$ cat src/rtl/flush_ctrl_if.sv
// flush_ctrl_if: groups the recovery-sequencer signals between the branch
// predictor / speculative units / memory (master side) and flush_ctrl (slave).
//   rdy_in          global ready, low freezes the sequencer
//   predict_fail    misprediction detected this cycle
//   fail_addr       correct-path PC
//   unit_flush_ack  per-unit "flush complete" level
//   mem_busy        non-abortable memory transaction in flight
//   flush_out       one-cycle flush pulse to all units
//   stall_fetch     fetch must not advance
//   redirect_valid  one-cycle PC load strobe
//   redirect_addr   recovery PC
//   busy            sequencer not idle
//   timeout_err     sticky WAIT timeout flag
//   flush_count     saturating count of accepted mispredictions
interface flush_ctrl_if #(
    parameter int NUM_UNITS = 4,
    parameter int CNT_W     = 16
);
    logic                 rdy_in;
    logic                 predict_fail;
    logic [31:0]          fail_addr;
    logic [NUM_UNITS-1:0] unit_flush_ack;
    logic                 mem_busy;
    logic                 flush_out;
    logic                 stall_fetch;
    logic                 redirect_valid;
    logic [31:0]          redirect_addr;
    logic                 busy;
    logic                 timeout_err;
    logic [CNT_W-1:0]     flush_count;

    modport master (
        output rdy_in, predict_fail, fail_addr, unit_flush_ack, mem_busy,
        input  flush_out, stall_fetch, redirect_valid, redirect_addr,
               busy, timeout_err, flush_count
    );

    modport slave (
        input  rdy_in, predict_fail, fail_addr, unit_flush_ack, mem_busy,
        output flush_out, stall_fetch, redirect_valid, redirect_addr,
               busy, timeout_err, flush_count
    );
endinterface

$ cat src/rtl/flush_ctrl.sv
// flush_ctrl: pipeline recovery sequencer after a branch misprediction.
// Accepts a misprediction in IDLE, broadcasts a one-cycle flush, waits for
// every unit to acknowledge and memory to go idle (or a timeout), then issues
// a single redirect with the recovery PC.
//   clk_in  clock, all state updates on posedge
//   rst_in  asynchronous active-high reset
//   bus     flush_ctrl_if.slave, see the interface file for the signal list
module flush_ctrl #(
    parameter int NUM_UNITS = 4,
    parameter int TIMEOUT   = 64,
    parameter int CNT_W     = 16
) (
    input  logic         clk_in,
    input  logic         rst_in,
    flush_ctrl_if.slave  bus
);
    localparam int WC_W = (TIMEOUT > 1) ? $clog2(TIMEOUT) : 1;
    localparam logic [WC_W-1:0] WAIT_LAST = WC_W'(TIMEOUT - 1);

    typedef enum logic [1:0] {IDLE, FLUSH, WAIT, REDIRECT} state_t;

    state_t               state_q, state_d;
    logic [31:0]          addr_q, addr_d;
    logic [CNT_W-1:0]     count_q, count_d;
    logic [NUM_UNITS-1:0] ack_seen_q, ack_seen_d;
    logic [NUM_UNITS-1:0] ack_now;
    logic [WC_W-1:0]      wait_q, wait_d;
    logic                 terr_q, terr_d;

    // Acks are sticky within a WAIT episode; a unit counts as done if it was
    // seen earlier or is acknowledging right now.
    for (genvar gi = 0; gi < NUM_UNITS; gi++) begin : g_ack
        assign ack_now[gi] = ack_seen_q[gi] | bus.unit_flush_ack[gi];
    end

    always_ff @(posedge clk_in or posedge rst_in) begin
        if (rst_in) begin
            state_q    <= IDLE;
            addr_q     <= '0;
            count_q    <= '0;
            ack_seen_q <= '0;
            wait_q     <= '0;
            terr_q     <= 1'b0;
        end else begin
            state_q    <= state_d;
            addr_q     <= addr_d;
            count_q    <= count_d;
            ack_seen_q <= ack_seen_d;
            wait_q     <= wait_d;
            terr_q     <= terr_d;
        end
    end

    always_comb begin
        state_d    = state_q;
        addr_d     = addr_q;
        count_d    = count_q;
        ack_seen_d = ack_seen_q;
        wait_d     = wait_q;
        terr_d     = terr_q;
        // With rdy_in low every register simply holds.
        if (bus.rdy_in) begin
            case (state_q)
                IDLE: begin
                    if (bus.predict_fail) begin
                        addr_d  = {bus.fail_addr[31:1], 1'b0};
                        if (count_q != '1) begin
                            count_d = count_q + CNT_W'(1);
                        end
                        state_d = FLUSH;
                    end
                end
                FLUSH: begin
                    ack_seen_d = '0;
                    wait_d     = '0;
                    state_d    = WAIT;
                end
                WAIT: begin
                    ack_seen_d = ack_now;
                    wait_d     = wait_q + WC_W'(1);
                    if ((&ack_now) && !bus.mem_busy) begin
                        state_d = REDIRECT;
                    end else if (wait_q == WAIT_LAST) begin
                        state_d = REDIRECT;
                        terr_d  = 1'b1;
                    end
                end
                REDIRECT: begin
                    state_d = IDLE;
                end
                default: begin
                    state_d = IDLE;
                end
            endcase
        end
    end

    // Outputs decode the state register directly. The two pulses are masked by
    // rdy_in so a pulse held off by a stall reappears once rdy_in returns,
    // because the state stays frozen on it.
    assign bus.flush_out      = (state_q == FLUSH) && bus.rdy_in;
    assign bus.redirect_valid = (state_q == REDIRECT) && bus.rdy_in;
    assign bus.stall_fetch    = (state_q != IDLE);
    assign bus.busy           = (state_q != IDLE);
    assign bus.redirect_addr  = addr_q;
    assign bus.timeout_err    = terr_q;
    assign bus.flush_count    = count_q;
endmodule

$ cat src/flat_wrapper.sv
// flat-port wrapper written by rule: the top's interface ports become plain ports
module flush_ctrl_flat 
#(
    parameter int NUM_UNITS = 4,
    parameter int TIMEOUT   = 64,
    parameter int CNT_W     = 16
)
  (clk_in, rst_in, bus_rdy_in, bus_predict_fail, bus_fail_addr, bus_unit_flush_ack, bus_mem_busy, bus_flush_out, bus_stall_fetch, bus_redirect_valid, bus_redirect_addr, bus_busy, bus_timeout_err, bus_flush_count);
  flush_ctrl_if #(.NUM_UNITS(NUM_UNITS), .CNT_W(CNT_W)) bus_i ();
  input  logic clk_in;
  input  logic rst_in;
  input wire logic [$bits(bus_i.rdy_in)-1:0] bus_rdy_in;
  input wire logic [$bits(bus_i.predict_fail)-1:0] bus_predict_fail;
  input wire logic [$bits(bus_i.fail_addr)-1:0] bus_fail_addr;
  input wire logic [$bits(bus_i.unit_flush_ack)-1:0] bus_unit_flush_ack;
  input wire logic [$bits(bus_i.mem_busy)-1:0] bus_mem_busy;
  output wire logic [$bits(bus_i.flush_out)-1:0] bus_flush_out;
  output wire logic [$bits(bus_i.stall_fetch)-1:0] bus_stall_fetch;
  output wire logic [$bits(bus_i.redirect_valid)-1:0] bus_redirect_valid;
  output wire logic [$bits(bus_i.redirect_addr)-1:0] bus_redirect_addr;
  output wire logic [$bits(bus_i.busy)-1:0] bus_busy;
  output wire logic [$bits(bus_i.timeout_err)-1:0] bus_timeout_err;
  output wire logic [$bits(bus_i.flush_count)-1:0] bus_flush_count;
  assign bus_i.rdy_in = bus_rdy_in;
  assign bus_i.predict_fail = bus_predict_fail;
  assign bus_i.fail_addr = bus_fail_addr;
  assign bus_i.unit_flush_ack = bus_unit_flush_ack;
  assign bus_i.mem_busy = bus_mem_busy;
  assign bus_flush_out = bus_i.flush_out;
  assign bus_stall_fetch = bus_i.stall_fetch;
  assign bus_redirect_valid = bus_i.redirect_valid;
  assign bus_redirect_addr = bus_i.redirect_addr;
  assign bus_busy = bus_i.busy;
  assign bus_timeout_err = bus_i.timeout_err;
  assign bus_flush_count = bus_i.flush_count;
  flush_ctrl #(.NUM_UNITS(NUM_UNITS), .TIMEOUT(TIMEOUT), .CNT_W(CNT_W)) u_core (.clk_in(clk_in), .rst_in(rst_in), .bus(bus_i));
endmodule
$ cat config.mk
export PLATFORM = sky130hd
export DESIGN_NAME = flush_ctrl_flat
export DESIGN_NICKNAME = d
export VERILOG_FILES = /design/src/rtl/flush_ctrl_if.sv /design/src/rtl/flush_ctrl.sv /design/src/flat_wrapper.sv
export SDC_FILE = /design/constraint.sdc
export NUM_CORES = 1
export LEC_CHECK = 0
export ABC_AREA = 1
export BUFFER_PORTS_ARGS = -buffer_cell sky130_fd_sc_hd__buf_2
export CORE_UTILIZATION = 35
export DETAILED_ROUTE_END_ITERATION = 8
export SYNTH_ARGS = -nofsm -noshare
export SYNTH_HDL_FRONTEND = slang
export SYNTH_SLANG_ARGS = --single-unit
$ cat constraint.sdc
create_clock -name clk_in -period 2.5 [get_ports clk_in]
set_input_delay 0.375 -clock clk_in [delete_from_list [all_inputs] [get_ports clk_in]]
set_output_delay 0.375 -clock clk_in [all_outputs]
set_load 0.01 [all_outputs]
== Yosys cells after proc, flatten, opt, wreduce, memory -nomap -nowiden ==
Index checks and enable logic that the tools add are counted.

* Register bits: 60
* Output and inout bits: 53
* Input bits: 41
* Logic and storage cells: 39

* Bitwise logic cells: 5
* Multiplexer cells: 6
* Add/subtract/negate cells: 2
* Reductions and logical operators: 13
* Equal/unequal tests: 7

{| class="wikitable"
|+ Operators with widths
! operator !! count
|-
| 16-bit by 1-bit adder with 16-bit output, second input constant || 1
|-
| 16-bit inequality test, second input constant || 1
|-
| 6-bit case mux with 2 select lines || 1
|-
| 4-bit AND reduction || 3
|-
| 2-bit case mux with 4 select lines || 1
|-
| 4-bit case mux with 2 select lines || 1
|-
| 6-bit by 1-bit adder with 6-bit output, second input constant || 1
|-
| 6-bit equality test, second input constant || 1
|-
| 2-bit 2-to-1 mux || 3
|-
| 3-bit AND reduction || 2
|-
| 2-bit equality test, second input constant || 2
|-
| 1-bit OR || 4
|-
| 2-bit nonzero test || 2
|-
| 1-bit logical AND || 3
|-
| 3-bit by 1-bit inequality test with 1-bit output, second input constant || 1
|-
| 2-bit by 1-bit equality test with 1-bit output, second input constant || 1
|-
| 2-bit logical NOT || 1
|-
| 2-bit inequality test, second input constant || 1
|-
| 2-bit AND reduction || 1
|-
| 1-bit logical NOT || 1
|-
| 1-bit inverter || 1
|}

== Depth between registers and ports, before layout ==
Gate-level depths: netlist of run 1.

* Depth in word-level cells: 5
* Depth in mapped cells: 9
* Mapped depth without buffers: 8

== Worst setup path before layout of run 1 ==
Ideal clock, no wire load.

* Path kind: register -> register
* Start point: reg u_core.count_q[0] (netlist: u_core.bus.flush_count[0])
* End point: reg u_core.count_q[6] (netlist: u_core.bus.flush_count[6])
* Setup time: 117 ps
* Period minus slack after synthesis: 1493 ps
* Data required time: 2383 ps
* Arrival time: 1377 ps
* Buffers on the path: 1
* Cell stages (with the launch flop): 10
* Setup slack: 1007 ps
* Cells stage by stage: dfrtp_1 -> ha_1 -> nand3_2 -> inv_2 -> nand3_2 -> nor2_1 -> nor2_2 -> buf_6 -> nand2_1 -> nand2_1

* Word-level cells in the longest chain between the ends: 2
* Elaborated cells between the ends (all ways): 3
* Those cells by class: add/sub: 1; eq/ne: 1; reduce/logical: 1

{| class="wikitable"
|+ RTL lines
! item !! RTL line !! source
|-
| start, declared || flush_ctrl.sv:24 || <nowiki>logic [CNT_W-1:0] count_q, count_d;</nowiki>
|-
| start signal, assigned || flush_ctrl.sv:47 || <nowiki>count_q <= count_d;</nowiki>
|-
| branches (longest 2 deep; another with 16-bit by 1-bit adder with 16-bit output) || - ||
|}

Several ways; the timed one is not identified.
A chain may end at the register's enable or synchronous reset.

== Final worst setup path of run 1 ==
* Start point: reg u_core.count_q[0] (netlist: u_core.bus.flush_count[0])
* End point: reg u_core.count_q[9] (netlist: u_core.bus.flush_count[9])

The elaborated chain is that of the path after synthesis.

==> flow_summary.html, run 1 <==
<table>
<tr><th>Metric</th><th>Value</th></tr>
<tr><th colspan="2">Worst setup path</th></tr>
<tr><td>Critical path, cell by cell</td><td>ha_1 &gt; nand3_2 &gt; inv_2 &gt; nand3_2 &gt; nor2_1 &gt; nor2_2 &gt; nand2_1 &gt; nand2_1</td></tr>
<tr><td>Nature of the critical path startpoint</td><td>flip-flop</td></tr>
<tr><td>Worst R2R End</td><td>u_core.bus.flush_count[9]</td></tr>
<tr><td>Stages on worst setup path</td><td>8</td></tr>
<tr><td>Reg2reg setup slack</td><td>0.74 ns</td></tr>
<tr><td>Kind of critical path</td><td>flip-flop to flip-flop</td></tr>
<tr><td>Slowest cell on the critical path</td><td>sky130_fd_sc_hd__dfrtp_1</td></tr>
<tr><td>WP data arrival</td><td>a little over 2 ns</td></tr>
<tr><td>Source of the worst register-to-register timing path</td><td>u_core.bus.flush_count[0]</td></tr>
<tr><td>Capturing element type of the critical path</td><td>flip-flop</td></tr>
<tr><td>Critical path destination</td><td>u_core.bus.flush_count[9]</td></tr>
<tr><td>Worst-path fanout max</td><td>15</td></tr>
<tr><td>Required time worst endpoint</td><td>2.77 ns</td></tr>
<tr><td>CP bufs+invs</td><td>1</td></tr>
<tr><td>Largest stage delay on the critical path</td><td>0.45 ns</td></tr>
<tr><td>Cell type group with the largest total delay on the critical path</td><td>simple AND/OR/NAND/NOR gates</td></tr>
<tr><td>Startpoint of the worst setup timing path</td><td>u_core.bus.flush_count[0]</td></tr>
<tr><td>Number of cell instances on the worst register-to-register path</td><td>8</td></tr>
<tr><th colspan="2">Placed design</th></tr>
<tr><td>Final estimated routing congestion in global placement</td><td>roughly 0.79</td></tr>
<tr><td>Total half-perimeter wirelength after legalization and detailed placement</td><td>4490 um</td></tr>
<tr><td>Port Buffer Count</td><td>91</td></tr>
<tr><td>Standard cell area after detailed placement</td><td>approximately 3400 um^2</td></tr>
<tr><td>Placed Cells</td><td>approximately 550</td></tr>
<tr><th colspan="2">Global route</th></tr>
<tr><td>Met1 GRT Util</td><td>approximately a fifth</td></tr>
<tr><td>Pin count of the biggest net entering global routing</td><td>38</td></tr>
<tr><td>Routing usage on met2</td><td>26.7%</td></tr>
<tr><td>Met3 track demand over resource in global routing</td><td>3.28%</td></tr>
<tr><td>Initial antenna violation count</td><td>0</td></tr>
<tr><td>Global-route wire length before repair</td><td>10800 um</td></tr>
<tr><td>Vias in the first global route</td><td>between 2k and 2.5k</td></tr>
<tr><td>Global routing's busiest layer</td><td>met2</td></tr>
<tr><td>GR Util All Layers</td><td>roughly 16%</td></tr>
<tr><td>Total overflow reported by the global router</td><td>0</td></tr>
<tr><th colspan="2">Route</th></tr>
<tr><td>DRC errors left</td><td>0</td></tr>
<tr><td>Post-Route WL</td><td>6360 um</td></tr>
<tr><td>Wire length per cell after detailed routing</td><td>around 11 um</td></tr>
<tr><td>Violation count after the first detailed-routing iteration</td><td>70</td></tr>
<tr><td>Vias/cell</td><td>4.46</td></tr>
<tr><td>Number of iterations in the first detailed-routing pass</td><td>4</td></tr>
<tr><td>Remaining antenna violation count</td><td>0</td></tr>
<tr><td>Vias after detailed routing</td><td>roughly 2.5k</td></tr>
<tr><th colspan="2">Layout</th></tr>
<tr><td>Net total in the final layout</td><td>~500</td></tr>
<tr><td>Most common cell after layout, fill and taps aside</td><td>sky130_fd_sc_hd__nand2_1</td></tr>
<tr><td>Count of fill cells added during filler insertion</td><td>between 800 and 900</td></tr>
<tr><td>Area added between synthesis and finish</td><td>26.2%</td></tr>
<tr><td>Leading cell types in the layout, fill and taps excluded</td><td>sky130_fd_sc_hd__nand2_1, sky130_fd_sc_hd__buf_2, sky130_fd_sc_hd__dfrtp_1, sky130_fd_sc_hd__nor2_1, sky130_fd_sc_hd__inv_1</td></tr>
<tr><td>Ratio of cells with drive above 1 in the final layout</td><td>about a quarter</td></tr>
<tr><td>Non-filler cells in the finished layout</td><td>approximately 560</td></tr>
<tr><td>Fin area</td><td>approximately 3600 um^2</td></tr>
<tr><td>Final antenna diode count</td><td>0</td></tr>
<tr><th colspan="2">Clocking</th></tr>
<tr><td>TritonCTS clock tree</td><td>built</td></tr>
<tr><td>Root buf cell</td><td>sky130_fd_sc_hd__clkbuf_8</td></tr>
<tr><td>Post CTS Setup Buffer Count</td><td>0</td></tr>
<tr><td>Cts bufs inserted</td><td>9</td></tr>
<tr><td>Worst-Skew Late Latency</td><td>around 0.33 ns</td></tr>
<tr><td># resized after CTS</td><td>0</td></tr>
<tr><td>CTS sink cnt</td><td>60</td></tr>
<tr><td>Hold-fix buffers at CTS</td><td>0</td></tr>
<tr><td>Htree depth</td><td>3</td></tr>
<tr><td>Clock buffer depth</td><td>2</td></tr>
<tr><td>Worst-path clk slew</td><td>around 0.07 ns</td></tr>
<tr><th colspan="2">STA</th></tr>
<tr><td>Unrepaired setup endpoints after global routing</td><td>false</td></tr>
<tr><td>Final Hold Violating Endpoints</td><td>0</td></tr>
<tr><td>Pins over their slew limit</td><td>0</td></tr>
<tr><td>Setup TNS Final</td><td>0 ns</td></tr>
<tr><td>Setup violations, final</td><td>0</td></tr>
<tr><td>Worst slew pin tran</td><td>~0.57 ns</td></tr>
<tr><td>Min Tclk post-route</td><td>roughly 1.8 ns</td></tr>
<tr><td>Peak Freq</td><td>about 570 MHz</td></tr>
<tr><td>Relative slew margins</td><td>61.7%</td></tr>
<tr><td>Period utilisation layout</td><td>70.2%</td></tr>
<tr><td>Clock tree skew after final layout</td><td>roughly 0.0066 ns</td></tr>
<tr><th colspan="2">Floorplan</th></tr>
<tr><td>Area of the core</td><td>about 8000 um^2</td></tr>
<tr><td>Die height</td><td>92.3 um</td></tr>
<tr><td>Die Footprint</td><td>between 8000 and 9000 um^2</td></tr>
<tr><td>Starting density of the core</td><td>between 30% and 40%</td></tr>
<tr><td>Count of standard-cell rows</td><td>32</td></tr>
<tr><td>Ports placed on the boundary</td><td>94</td></tr>
<tr><td>Die extent in x</td><td>92.3 um</td></tr>
<tr><th colspan="2">Synthesis</th></tr>
<tr><td>Syn_area_per_cell</td><td>a little under 8 um^2</td></tr>
<tr><td>Mapped Nets</td><td>between 400 and 500</td></tr>
<tr><td>Count of unique library cells instantiated by Yosys</td><td>26</td></tr>
<tr><td>Portion of the post-synthesis area used by sequential elements</td><td>~53%</td></tr>
<tr><td>Netlist area before placement</td><td>between 2000 and 3000 um^2</td></tr>
<tr><td>Total number of yosys warnings</td><td>0</td></tr>
<tr><td>Flip-flop and latch count after synthesis</td><td>60</td></tr>
<tr><td>Gate count after technology mapping</td><td>about 360</td></tr>
<tr><th colspan="2">Power</th></tr>
<tr><td>Power per unit of standard cell area</td><td>roughly 960 nW/um^2</td></tr>
<tr><td>Maximum vdd drop</td><td>~0.40 mV</td></tr>
<tr><td>Leak</td><td>between 2 and 2.5 nW</td></tr>
<tr><th colspan="2">Min path</th></tr>
<tr><td>Type of the most critical hold path</td><td>primary input to async pin</td></tr>
<tr><th colspan="2">Job</th></tr>
<tr><td>Max-cap violations</td><td>0</td></tr>
<tr><th colspan="2">Status</th></tr>
<tr><td>Run status</td><td>complete, no violations</td></tr>
</table>
[how the worst min path moves through the flow]
stage / startpoint / endpoint / slack, ns / depth (start not counted)
after floorplan: u_core.wait_q[3] / u_core.wait_q[3] / 0.48 / 1
after global placement: rst_in / u_core.bus.redirect_addr[30] / 0.45 / 2
after detailed placement: u_core.bus.timeout_err / u_core.bus.timeout_err / 0.45 / 2
after CTS: rst_in / u_core.bus.redirect_addr[30] / 0.08 / 2
after global routing: rst_in / u_core.bus.redirect_addr[30] / 0.11 / 2
final: rst_in / u_core.bus.redirect_addr[30] / 0.08 / 2
[synthesized netlist by cell type (all sizes together)]
cell | number | area (um^2)
a21oi | 1 | 5.00
or2 | 1 | 6.26
nand3b | 1 | 7.51
xor2 | 4 | 35.0
nand3 | 14 | 80.1
xnor2 | 5 | 43.8
nor3 | 4 | 25.0
nor2 | 32 | 125
ha | 6 | 75.1
nand2 | 182 | 683
conb | 1 | 3.75
nand4 | 7 | 43.8
dfrtp | 60 | 1500
clkbuf | 3 | 11.3
inv | 23 | 86.3
o211a | 1 | 10.0
o21ai | 8 | 51.3
buf | 7 | 52.5
o21a | 1 | 7.51
[metrics by stage]
step	util (%)	power [mW]	hold slack [ns]	setup WS, ns
floorplan	-	2.19	0.476	0.640
global placement	43.7	2.61	0.446	0.761
detailed placement	43.7	2.64	0.449	0.725
CTS	46.1	3.52	0.0762	0.701
global route	46.1	3.74	0.111	0.568
finish	46.1	3.46	0.0769	0.745
[sequential cells by signal, summed over array words and instances, names as in the netlist]
name / count
u_core.bus.redirect_addr: 31
u_core.ack_seen_q: 4
u_core.state_q: 2
u_core.wait_q: 6
u_core.bus.timeout_err: 1
u_core.bus.flush_count: 16
[report_power, final]
part	switching [mW]	internal (mW)	leakage, nW
clock	0.399	0.460	0.0962
sequential	0.183	1.28	0.775
combinational	0.684	0.454	1.15
[worst register-to-register path, cell delays in order, from the launching register on]
cell and delay [ns]:
sky130_fd_sc_hd__dfrtp_1 0.45, sky130_fd_sc_hd__ha_1 0.26, sky130_fd_sc_hd__nand3_2 0.12, sky130_fd_sc_hd__inv_2 0.05, sky130_fd_sc_hd__nand3_2 0.11, sky130_fd_sc_hd__nor2_1 0.06, sky130_fd_sc_hd__nor2_2 0.45, sky130_fd_sc_hd__nand2_1 0.11
sky130_fd_sc_hd__nand2_1 0.09
[layer usage]
| metal | wire, um | vias up |
|---|---|---|
| li1 | - | 1298 |
| met1 | 2970 | 1154 |
| met2 | 3090 | 50 |
| met3 | 204 | 8 |
| met4 | 99 | 0 |
| met5 | 0 | - |
[logic make-up after synthesis]
group	synth area share [%]
AO/OA/AOI/OAI	2.59
XOR/XNOR	2.76
adder cells (fa/ha/maj)	2.63
buffers and inverters	5.26
flip-flops	52.6
other	0.131
AND/OR/NAND/NOR	34.0
[area by class of cell]
type / instances / area, um^2 / share of cell area, %
Sequential cell: 60 / 1500 / 41.7
Multi-Input combinational cell: 268 / 1200 / 33.4
Timing Repair Buffer: 94 / 490 / 13.6
Clock buffer: 10 / 128 / 3.54
Tap cell: 102 / 128 / 3.54
Inverter: 23 / 86.3 / 2.40
Clock inverter: 6 / 65.1 / 1.81
(Power assumes the default switching activity.)
==> run 2, diff against run 1 <==
--- a/config.mk
+++ b/config.mk
@@ -5,7 +5,7 @@
 export SDC_FILE = /design/constraint.sdc
 export NUM_CORES = 1
 export LEC_CHECK = 0
-export ABC_AREA = 1
+export ABC_AREA = 0
 export BUFFER_PORTS_ARGS = -buffer_cell sky130_fd_sc_hd__buf_2
 export CORE_UTILIZATION = 35
 export DETAILED_ROUTE_END_ITERATION = 8
==> constraint.sdc (replaced) <==
create_clock -name clk_in -period 1.6 [get_ports clk_in]
set_input_delay 0.24 -clock clk_in [delete_from_list [all_inputs] [get_ports clk_in]]
set_output_delay 0.24 -clock clk_in [all_outputs]
set_load 0.01 [all_outputs]
==> run 2 against run 1 <==
  * Clock power is 75% higher
  * Sequential share of layout area is 2.4 points lower
  * Worst setup slack worse by 0.71 ns
  * Combinational power is 110% higher
  * First-iteration DRC count is 37% lower
  * Sequential power is 61% higher
  * Sequential cell count stayed put
  * Largest power group is now combinational logic
  * Total power is 80% higher
==> flow_summary.html, run 2 <==
<table>
<tr><th>Metric</th><th>Value</th></tr>
<tr><th colspan="2">Status</th></tr>
<tr><td>Run status</td><td>complete, no violations</td></tr>
<tr><th colspan="2">Power</th></tr>
<tr><td>Switching part of the total power</td><td>approximately a third</td></tr>
<tr><td>Total Power</td><td>6.22 mW</td></tr>
<tr><td>Share of total power in combinational logic</td><td>around two fifths</td></tr>
<tr><td>Leak</td><td>roughly 1.9 nW</td></tr>
<tr><td>Switching component of the power</td><td>just under 2 mW</td></tr>
<tr><td>Fraction of power consumed by the clock network</td><td>roughly 24%</td></tr>
<tr><td>Maximum vdd drop</td><td>0.663 mV</td></tr>
<tr><td>Internal Power</td><td>between 4 and 5 mW</td></tr>
<tr><td>Register share of total power</td><td>~38%</td></tr>
<tr><td>Power per unit of standard cell area</td><td>approximately 1600 nW/um^2</td></tr>
<tr><th colspan="2">Clocking</th></tr>
<tr><td>Htree depth</td><td>3</td></tr>
<tr><td>Cts bufs inserted</td><td>9</td></tr>
<tr><td>Worst-Skew Late Latency</td><td>around 0.33 ns</td></tr>
<tr><td>Root buf cell</td><td>sky130_fd_sc_hd__clkbuf_8</td></tr>
<tr><td>TritonCTS clock tree</td><td>built</td></tr>
<tr><td>Worst-path clk slew</td><td>~0.07 ns</td></tr>
<tr><td>Clock buffer depth</td><td>2</td></tr>
<tr><td>CTS sink cnt</td><td>60</td></tr>
<tr><th colspan="2">Worst setup path</th></tr>
<tr><td>Cell type group with the largest total delay on the critical path</td><td>simple AND/OR/NAND/NOR gates</td></tr>
<tr><td>Largest stage delay on the critical path</td><td>0.41 ns</td></tr>
<tr><td>CP bufs+invs</td><td>1</td></tr>
<tr><td>Capturing element type of the critical path</td><td>flip-flop</td></tr>
<tr><td>Kind of critical path</td><td>flip-flop to flip-flop</td></tr>
<tr><td>Worst R2R End</td><td>u_core.bus.flush_count[4]</td></tr>
<tr><td>Nature of the critical path startpoint</td><td>flip-flop</td></tr>
<tr><td>Source of the worst register-to-register timing path</td><td>u_core.bus.flush_count[1]</td></tr>
<tr><td>Slowest cell on the critical path</td><td>sky130_fd_sc_hd__dfrtp_1</td></tr>
<tr><td>Required time worst endpoint</td><td>roughly 1.8 ns</td></tr>
<tr><td>WP data arrival</td><td>roughly 1.8 ns</td></tr>
<tr><td>Worst-path fanout max</td><td>4</td></tr>
<tr><td>Reg2reg setup slack</td><td>roughly 0.040 ns</td></tr>
<tr><td>Stages on worst setup path</td><td>6</td></tr>
<tr><td>Number of cell instances on the worst register-to-register path</td><td>6</td></tr>
<tr><td>Critical path, cell by cell</td><td>ha_4 &gt; nand4_1 &gt; nor4_4 &gt; buf_4 &gt; nor3_2 &gt; xor2_1</td></tr>
<tr><th colspan="2">Synthesis</th></tr>
<tr><td>Most used standard cells in the synthesized netlist</td><td>sky130_fd_sc_hd__dfrtp_1, sky130_fd_sc_hd__mux2_2, sky130_fd_sc_hd__nand2_1</td></tr>
<tr><td>Mapped Nets</td><td>260</td></tr>
<tr><td>Syn_area_per_cell</td><td>12.6 um^2</td></tr>
<tr><td>Post-synth EDFFs</td><td>0</td></tr>
<tr><td>Proportion of synthesized flip-flops having asynchronous set or reset</td><td>100%</td></tr>
<tr><td>Netlist area before placement</td><td>2680 um^2</td></tr>
<tr><td>Portion of the post-synthesis area used by sequential elements</td><td>56.1%</td></tr>
<tr><td>Largest cells by area after synthesis</td><td>sky130_fd_sc_hd__dfrtp_1, sky130_fd_sc_hd__mux2_2, sky130_fd_sc_hd__ha_1</td></tr>
<tr><td>Library cell with the highest instance count after synthesis</td><td>sky130_fd_sc_hd__dfrtp_1</td></tr>
<tr><td>Gate count after technology mapping</td><td>213</td></tr>
<tr><td>Proportion of netlist area held by the largest area contributor</td><td>56.1%</td></tr>
<tr><td>Library cell with the largest summed area after synthesis</td><td>sky130_fd_sc_hd__dfrtp_1</td></tr>
<tr><td>Total number of yosys warnings</td><td>0</td></tr>
<tr><td>Flip-flop and latch count after synthesis</td><td>60</td></tr>
<tr><td>Count of unique library cells instantiated by Yosys</td><td>40</td></tr>
<tr><td>Flip-flop cell with the highest count after synthesis</td><td>sky130_fd_sc_hd__dfrtp_1</td></tr>
<tr><th colspan="2">Layout</th></tr>
<tr><td>Largest register FFs</td><td>31</td></tr>
<tr><td>Most common cell after layout, fill and taps aside</td><td>sky130_fd_sc_hd__buf_2</td></tr>
<tr><td>Count of fill cells added during filler insertion</td><td>680</td></tr>
<tr><td>Final core utilization</td><td>about 52%</td></tr>
<tr><td>Net total in the final layout</td><td>between 300 and 400</td></tr>
<tr><td>Area added between synthesis and finish</td><td>42.8%</td></tr>
<tr><td>Leading cell types in the layout, fill and taps excluded</td><td>sky130_fd_sc_hd__buf_2, sky130_fd_sc_hd__dfrtp_1, sky130_fd_sc_hd__mux2_2, sky130_fd_sc_hd__buf_4, sky130_fd_sc_hd__nand2_1</td></tr>
<tr><td>Fin area</td><td>around 3800 um^2</td></tr>
<tr><td>Ratio of cells with drive above 1 in the final layout</td><td>~56%</td></tr>
<tr><td>Non-filler cells in the finished layout</td><td>between 400 and 500</td></tr>
<tr><td>Final antenna diode count</td><td>0</td></tr>
<tr><td>Area taken by multi-input logic gates</td><td>approximately 1200 um^2</td></tr>
<tr><td>Register cell area after layout</td><td>~1500 um^2</td></tr>
<tr><th colspan="2">Min path</th></tr>
<tr><td>Startpoint of the worst hold path</td><td>bus_fail_addr[11]</td></tr>
<tr><td>Type of the most critical hold path</td><td>primary input to flip-flop</td></tr>
<tr><td>Cells on Worst Hold Path</td><td>2</td></tr>
<tr><td>Worst Hold End</td><td>u_core.bus.redirect_addr[11]</td></tr>
<tr><th colspan="2">Global route</th></tr>
<tr><td>Vias in the first global route</td><td>1976</td></tr>
<tr><td>Initial antenna violation count</td><td>0</td></tr>
<tr><td>Global-route wire length before repair</td><td>around 9000 um</td></tr>
<tr><td>Total overflow reported by the global router</td><td>0</td></tr>
<tr><td>Pin count of the biggest net entering global routing</td><td>38</td></tr>
<tr><td>GR Util All Layers</td><td>about 15%</td></tr>
<tr><th colspan="2">Floorplan</th></tr>
<tr><td>Starting density of the core</td><td>around 36%</td></tr>
<tr><td>Ports placed on the boundary</td><td>94</td></tr>
<tr><td>Die Footprint</td><td>between 7000 and 8000 um^2</td></tr>
<tr><td>Die height</td><td>just under 90 um</td></tr>
<tr><td>Die extent in x</td><td>89.4 um</td></tr>
<tr><td>Count of standard-cell rows</td><td>31</td></tr>
<tr><td>Area of the core</td><td>roughly 7300 um^2</td></tr>
<tr><th colspan="2">Placed design</th></tr>
<tr><td>Final estimated routing congestion in global placement</td><td>about 0.73</td></tr>
<tr><td>Placed Cells</td><td>around 420</td></tr>
<tr><td>Port Buffer Count</td><td>approximately 90</td></tr>
<tr><td>Standard cell area after detailed placement</td><td>approximately 3500 um^2</td></tr>
<tr><td>Total half-perimeter wirelength after legalization and detailed placement</td><td>4200 um</td></tr>
<tr><td>Pre-CTS worst setup slack</td><td>-0.0560 ns</td></tr>
<tr><th colspan="2">Route</th></tr>
<tr><td>Vias after detailed routing</td><td>about 2.1k</td></tr>
<tr><td>Vias/cell</td><td>approximately 4.7</td></tr>
<tr><td>DRC errors left</td><td>0</td></tr>
<tr><td>Wire length per cell after detailed routing</td><td>roughly 13 um</td></tr>
<tr><td>Remaining antenna violation count</td><td>0</td></tr>
<tr><td>Post-Route WL</td><td>just under 6000 um</td></tr>
<tr><td>Number of iterations in the first detailed-routing pass</td><td>4</td></tr>
<tr><td>Violation count after the first detailed-routing iteration</td><td>44</td></tr>
<tr><th colspan="2">STA</th></tr>
<tr><td>Min Tclk post-route</td><td>approximately 1.6 ns</td></tr>
<tr><td>Unrepaired setup endpoints after global routing</td><td>true</td></tr>
<tr><td>Clock tree skew after final layout</td><td>between 0.009 and 0.01 ns</td></tr>
<tr><td>Pins over their slew limit</td><td>0</td></tr>
<tr><td>Peak Freq</td><td>641 MHz</td></tr>
<tr><td>Setup violations, final</td><td>0</td></tr>
<tr><td>Final Hold Violating Endpoints</td><td>0</td></tr>
<tr><td>Post-route worst setup slack</td><td>around 0.04 ns</td></tr>
<tr><td>Period utilisation layout</td><td>a little under 100%</td></tr>
<tr><th colspan="2">Job</th></tr>
<tr><td>Max-cap violations</td><td>0</td></tr>
</table>
-- run 2: cell count changes in the layout (fill, tap and decap cells not counted), sizes merged, moves of 4 or more --
cell / delta
a21oi: +5
buf: +32
inv: -19
nand2: -166
and2: +4
mux2: +34
o21ai: -5
nor2: -21
-- run 2: timing repair --
item                       4_1_cts  5_1_grt
gates resized for setup          4       10
pin swaps                        1        5
setup endpoints to repair        6       17
hold endpoints to repair        23        0
hold buffers                     1        0
buffers inserted                 0        7
-- run 2: through the flow --
| step | TNS [ns] | hold WS [ns] |
|---|---|---|
| after floorplan | -0.00874 | 0.346 |
| after global placement | 0 | 0.324 |
| after detailed placement | -0.0849 | 0.332 |
| after CTS | 0 | 0.121 |
| after global routing | -0.258 | 0.122 |
| final | 0 | 0.134 |
-- run 2: power by group through the flow --
stage / registers, mW / clock network (mW) / logic, mW
2_1_floorplan: 2.61 / 0 / 0.960
3_3_place_gp: 2.34 / 0 / 2.17
3_5_place_dp: 2.37 / 0 / 2.21
4_1_cts: 2.34 / 1.54 / 2.27
5_1_grt: 2.42 / 1.61 / 2.64
6_report: 2.35 / 1.50 / 2.37
-- run 2: worst max-delay path by stage --
stage | startpoint | to | slack [ns]
after global placement | u_core.state_q[0] | u_core.bus.flush_count[1] | 0.005
after detailed placement | u_core.state_q[0] | u_core.bus.flush_count[1] | -0.06
final | u_core.bus.flush_count[1] | u_core.bus.flush_count[4] | 0.04
after CTS | u_core.wait_q[0] | u_core.state_q[1] | 0.02
after global routing | u_core.bus.flush_count[0] | u_core.bus.flush_count[4] | -0.07
after floorplan | u_core.state_q[0] | u_core.bus.flush_count[15] | -0.009
-- run 2: kinds of logic after synthesis --
group / share of synthesized area (%)
other cells: 0.140
xor+xnor: 3.27
simple gates: 14.5
flops: 56.1
fa+ha+maj: 2.81
compound gates: 5.89
mux: 15.1
buf+inv: 2.15
-- run 2: cell type report --
class | instances | area share [%]
clock buffer | 11 | 3.70
clock inverter | 5 | 1.97
inverter | 5 | 0.590
multi-input combinational | 141 | 30.8
sequential | 60 | 39.3
tap | 99 | 3.24
timing repair buffer | 127 | 20.4
-- run 2: layer usage --
| metal | up-vias | share of wire [%] | global-route usage (%) |
|---|---|---|---|
| met3 | 5 | 5.6 | 4.80 |
| met2 | 56 | 50 | 25.5 |
| met1 | 1021 | 43 | 18.6 |
| li1 | 1024 | - | - |
| met4 | 0 | 0.78 | 5.19 |
| met5 | - | 0 | 0 |
==> run 3, diff against run 2 <==
==> constraint.sdc (replaced) <==
create_clock -name clk_in -period 1.6 [get_ports clk_in]
set_input_delay 0.32 -clock clk_in [delete_from_list [all_inputs] [get_ports clk_in]]
set_output_delay 0.32 -clock clk_in [all_outputs]
set_load 0.01 [all_outputs]
==> run 3 against run 2 <==
  * Cell area is 2.9% lower
  * First-iteration DRC count is 2.3% higher
  * Wire length is 4.4% lower
  * Combinational power is 2% lower
  * Critical path type is now flip-flop to output port
  * Core utilization is 1.5 points lower
  * Worst setup slack hardly changed
  * Worst hold slack worse by 0.053 ns
  * Sequential power hardly changed
  * Via count is 2.2% lower
==> flow_summary.html, run 3 (synthesis gave the netlist of run 2 again) <==
<table>
<tr><th>Metric</th><th>Value</th></tr>
<tr><th colspan="2">Global route</th></tr>
<tr><td>Pin count of the biggest net entering global routing</td><td>61</td></tr>
<tr><td>Global-route wire length before repair</td><td>approximately 9000 um</td></tr>
<tr><td>Total overflow reported by the global router</td><td>0</td></tr>
<tr><td>GR Util All Layers</td><td>around 15%</td></tr>
<tr><td>Vias in the first global route</td><td>roughly 2k</td></tr>
<tr><td>Initial antenna violation count</td><td>0</td></tr>
<tr><th colspan="2">Worst setup path</th></tr>
<tr><td>Required time worst endpoint</td><td>approximately 1.3 ns</td></tr>
<tr><td>Nature of the critical path startpoint</td><td>flip-flop</td></tr>
<tr><td>Worst-path fanout max</td><td>2</td></tr>
<tr><td>Capturing element type of the critical path</td><td>output port</td></tr>
<tr><td>WP data arrival</td><td>1.24 ns</td></tr>
<tr><td>Kind of critical path</td><td>flip-flop to output port</td></tr>
<tr><td>Reg2reg setup slack</td><td>0.06 ns</td></tr>
<tr><th colspan="2">Clocking</th></tr>
<tr><td>Worst-Skew Late Latency</td><td>roughly 0.32 ns</td></tr>
<tr><td>Cts bufs inserted</td><td>9</td></tr>
<tr><td>Hold-fix buffers at CTS</td><td>0</td></tr>
<tr><td>CTS sink cnt</td><td>60</td></tr>
<tr><td>Root buf cell</td><td>sky130_fd_sc_hd__clkbuf_8</td></tr>
<tr><td>TritonCTS clock tree</td><td>built</td></tr>
<tr><td>Worst-path clk slew</td><td>roughly 0.060 ns</td></tr>
<tr><td>Clock buffer depth</td><td>2</td></tr>
<tr><td>Htree depth</td><td>3</td></tr>
<tr><th colspan="2">Route</th></tr>
<tr><td>Vias/cell</td><td>approximately 4.7</td></tr>
<tr><td>Post-Route WL</td><td>roughly 5500 um</td></tr>
<tr><td>Wire length per cell after detailed routing</td><td>12.6 um</td></tr>
<tr><td>Vias after detailed routing</td><td>slightly above 2k</td></tr>
<tr><td>DRC errors left</td><td>0</td></tr>
<tr><td>Violation count after the first detailed-routing iteration</td><td>45</td></tr>
<tr><td>Remaining antenna violation count</td><td>0</td></tr>
<tr><td>Number of iterations in the first detailed-routing pass</td><td>4</td></tr>
<tr><th colspan="2">Status</th></tr>
<tr><td>Run status</td><td>complete, no violations</td></tr>
<tr><th colspan="2">Layout</th></tr>
<tr><td>Count of fill cells added during filler insertion</td><td>678</td></tr>
<tr><td>Net total in the final layout</td><td>381</td></tr>
<tr><td>Area added between synthesis and finish</td><td>38.6%</td></tr>
<tr><td>Largest register FFs</td><td>31</td></tr>
<tr><td>Leading cell types in the layout, fill and taps excluded</td><td>sky130_fd_sc_hd__buf_2, sky130_fd_sc_hd__dfrtp_1, sky130_fd_sc_hd__mux2_2, sky130_fd_sc_hd__buf_4, sky130_fd_sc_hd__nand2_1</td></tr>
<tr><td>Final antenna diode count</td><td>0</td></tr>
<tr><td>Final core utilization</td><td>between 50% and 60%</td></tr>
<tr><td>Ratio of cells with drive above 1 in the final layout</td><td>54.7%</td></tr>
<tr><td>Most common cell after layout, fill and taps aside</td><td>sky130_fd_sc_hd__buf_2</td></tr>
<tr><th colspan="2">STA</th></tr>
<tr><td>Pins over their slew limit</td><td>0</td></tr>
<tr><td>Peak Freq</td><td>~640 MHz</td></tr>
<tr><td>Unrepaired setup endpoints after global routing</td><td>true</td></tr>
<tr><td>Final Hold Slack</td><td>0.0808 ns</td></tr>
<tr><td>Final Hold Violating Endpoints</td><td>0</td></tr>
<tr><td>Min Tclk post-route</td><td>roughly 1.6 ns</td></tr>
<tr><td>Setup violations, final</td><td>0</td></tr>
<tr><td>Setup TNS Final</td><td>0 ns</td></tr>
<tr><td>Period utilisation layout</td><td>between 90% and 100%</td></tr>
<tr><td>Clock tree skew after final layout</td><td>0.00467 ns</td></tr>
<tr><th colspan="2">Floorplan</th></tr>
<tr><td>Starting density of the core</td><td>around 36%</td></tr>
<tr><td>Area of the core</td><td>around 7300 um^2</td></tr>
<tr><td>Ports placed on the boundary</td><td>94</td></tr>
<tr><td>Die extent in x</td><td>slightly below 90 um</td></tr>
<tr><td>Die height</td><td>~89 um</td></tr>
<tr><td>Count of standard-cell rows</td><td>31</td></tr>
<tr><td>Die Footprint</td><td>between 7000 and 8000 um^2</td></tr>
<tr><th colspan="2">Power</th></tr>
<tr><td>Leak</td><td>approximately 1.9 nW</td></tr>
<tr><td>Maximum vdd drop</td><td>about 0.75 mV</td></tr>
<tr><td>Power per unit of standard cell area</td><td>roughly 1600 nW/um^2</td></tr>
<tr><th colspan="2">Placed design</th></tr>
<tr><td>Final estimated routing congestion in global placement</td><td>0.757</td></tr>
<tr><td>Total half-perimeter wirelength after legalization and detailed placement</td><td>~4000 um</td></tr>
<tr><td>Port Buffer Count</td><td>91</td></tr>
<tr><th colspan="2">Job</th></tr>
<tr><td>Max-cap violations</td><td>0</td></tr>
<tr><th colspan="2">Min path</th></tr>
<tr><td>Type of the most critical hold path</td><td>primary input to async pin</td></tr>
</table>
==> run 3: changes by cell type in the layout (fill, tap and decap cells not counted), sizes merged <==
cell         change
clkinv           -2
buf              -9
dlygate4sd3      -1
bufinv           -2
clkbuf           +3
==> run 3: path summary, 6_finish.rpt <==
| path | end | startpoint | depth (start not counted) |
|---|---|---|---|
| max in group asynchronous | u_core.bus.flush_count[8] | rst_in | 3 |
| hold / removal | u_core.bus.redirect_addr[30] | rst_in | 3 |
| setup reg to reg | u_core.bus.flush_count[15] | u_core.state_q[1] | 6 |
| setup / recovery | bus_flush_out | u_core.state_q[0] | 4 |
| hold reg to reg | u_core.wait_q[5] | u_core.wait_q[5] | 1 |
| min in group clk_in | u_core.bus.redirect_addr[31] | bus_fail_addr[31] | 2 |
==> run 3: repair_timing <==
item                                    in CTS  in global routing
gates cloned                                 0                  0
gates resized for setup                     10                 11
endpoints found under the setup margin       3                 40
pin swaps                                    2                  5
setup buffers                                1                  3
==> run 3: layout make-up <==
type	count	area, um^2	share of cell area, %
clock inverters	1	5.00	0.135
multi-input cells	141	1170	31.7
flip-flops and latches	60	1500	40.5
well taps	99	124	3.34
inverters	5	22.5	0.607
repair buffers	117	697	18.8
clock buffers	14	183	4.93
==> run 3: stage by stage <==
step / worst slack (ns) / cell area (um^2) / cells / total power, mW
finish: 0.0395 / 3710 / 437 / 5.94
global route: -0.0405 / 3710 / 437 / 6.41
CTS: -0.00666 / 3640 / 434 / 5.94
detailed placement: 0.00717 / 3420 / 420 / 4.54
global placement: 0.0158 / 3420 / 420 / 4.48
floorplan: 0.00832 / 2690 / 213 / 3.58
==> run 3: power by group <==
group / internal [mW] / leakage (nW) / total [mW] / switching [mW]
Sequential: 2.06 / 0.760 / 2.34 / 0.279
Combinational: 1.23 / 1.01 / 2.33 / 1.10
Clock: 0.722 / 0.0986 / 1.26 / 0.540
Total: 4.02 / 1.87 / 5.94 / 1.92
==> run 3: worst max-delay path: stages (launching register included) <==
cell and delay, ns:
sky130_fd_sc_hd__dfrtp_1 0.39, sky130_fd_sc_hd__buf_6 0.13, sky130_fd_sc_hd__ha_2 0.16, sky130_fd_sc_hd__and2_4 0.13, sky130_fd_sc_hd__buf_6 0.11
==> run 3: metal layers <==
metal	part of all wire (%)	GRT usage [%]
met2	47	24.6
met1	47	18.3
met5	0	0
met3	4.8	3.88
met4	1.0	6.49
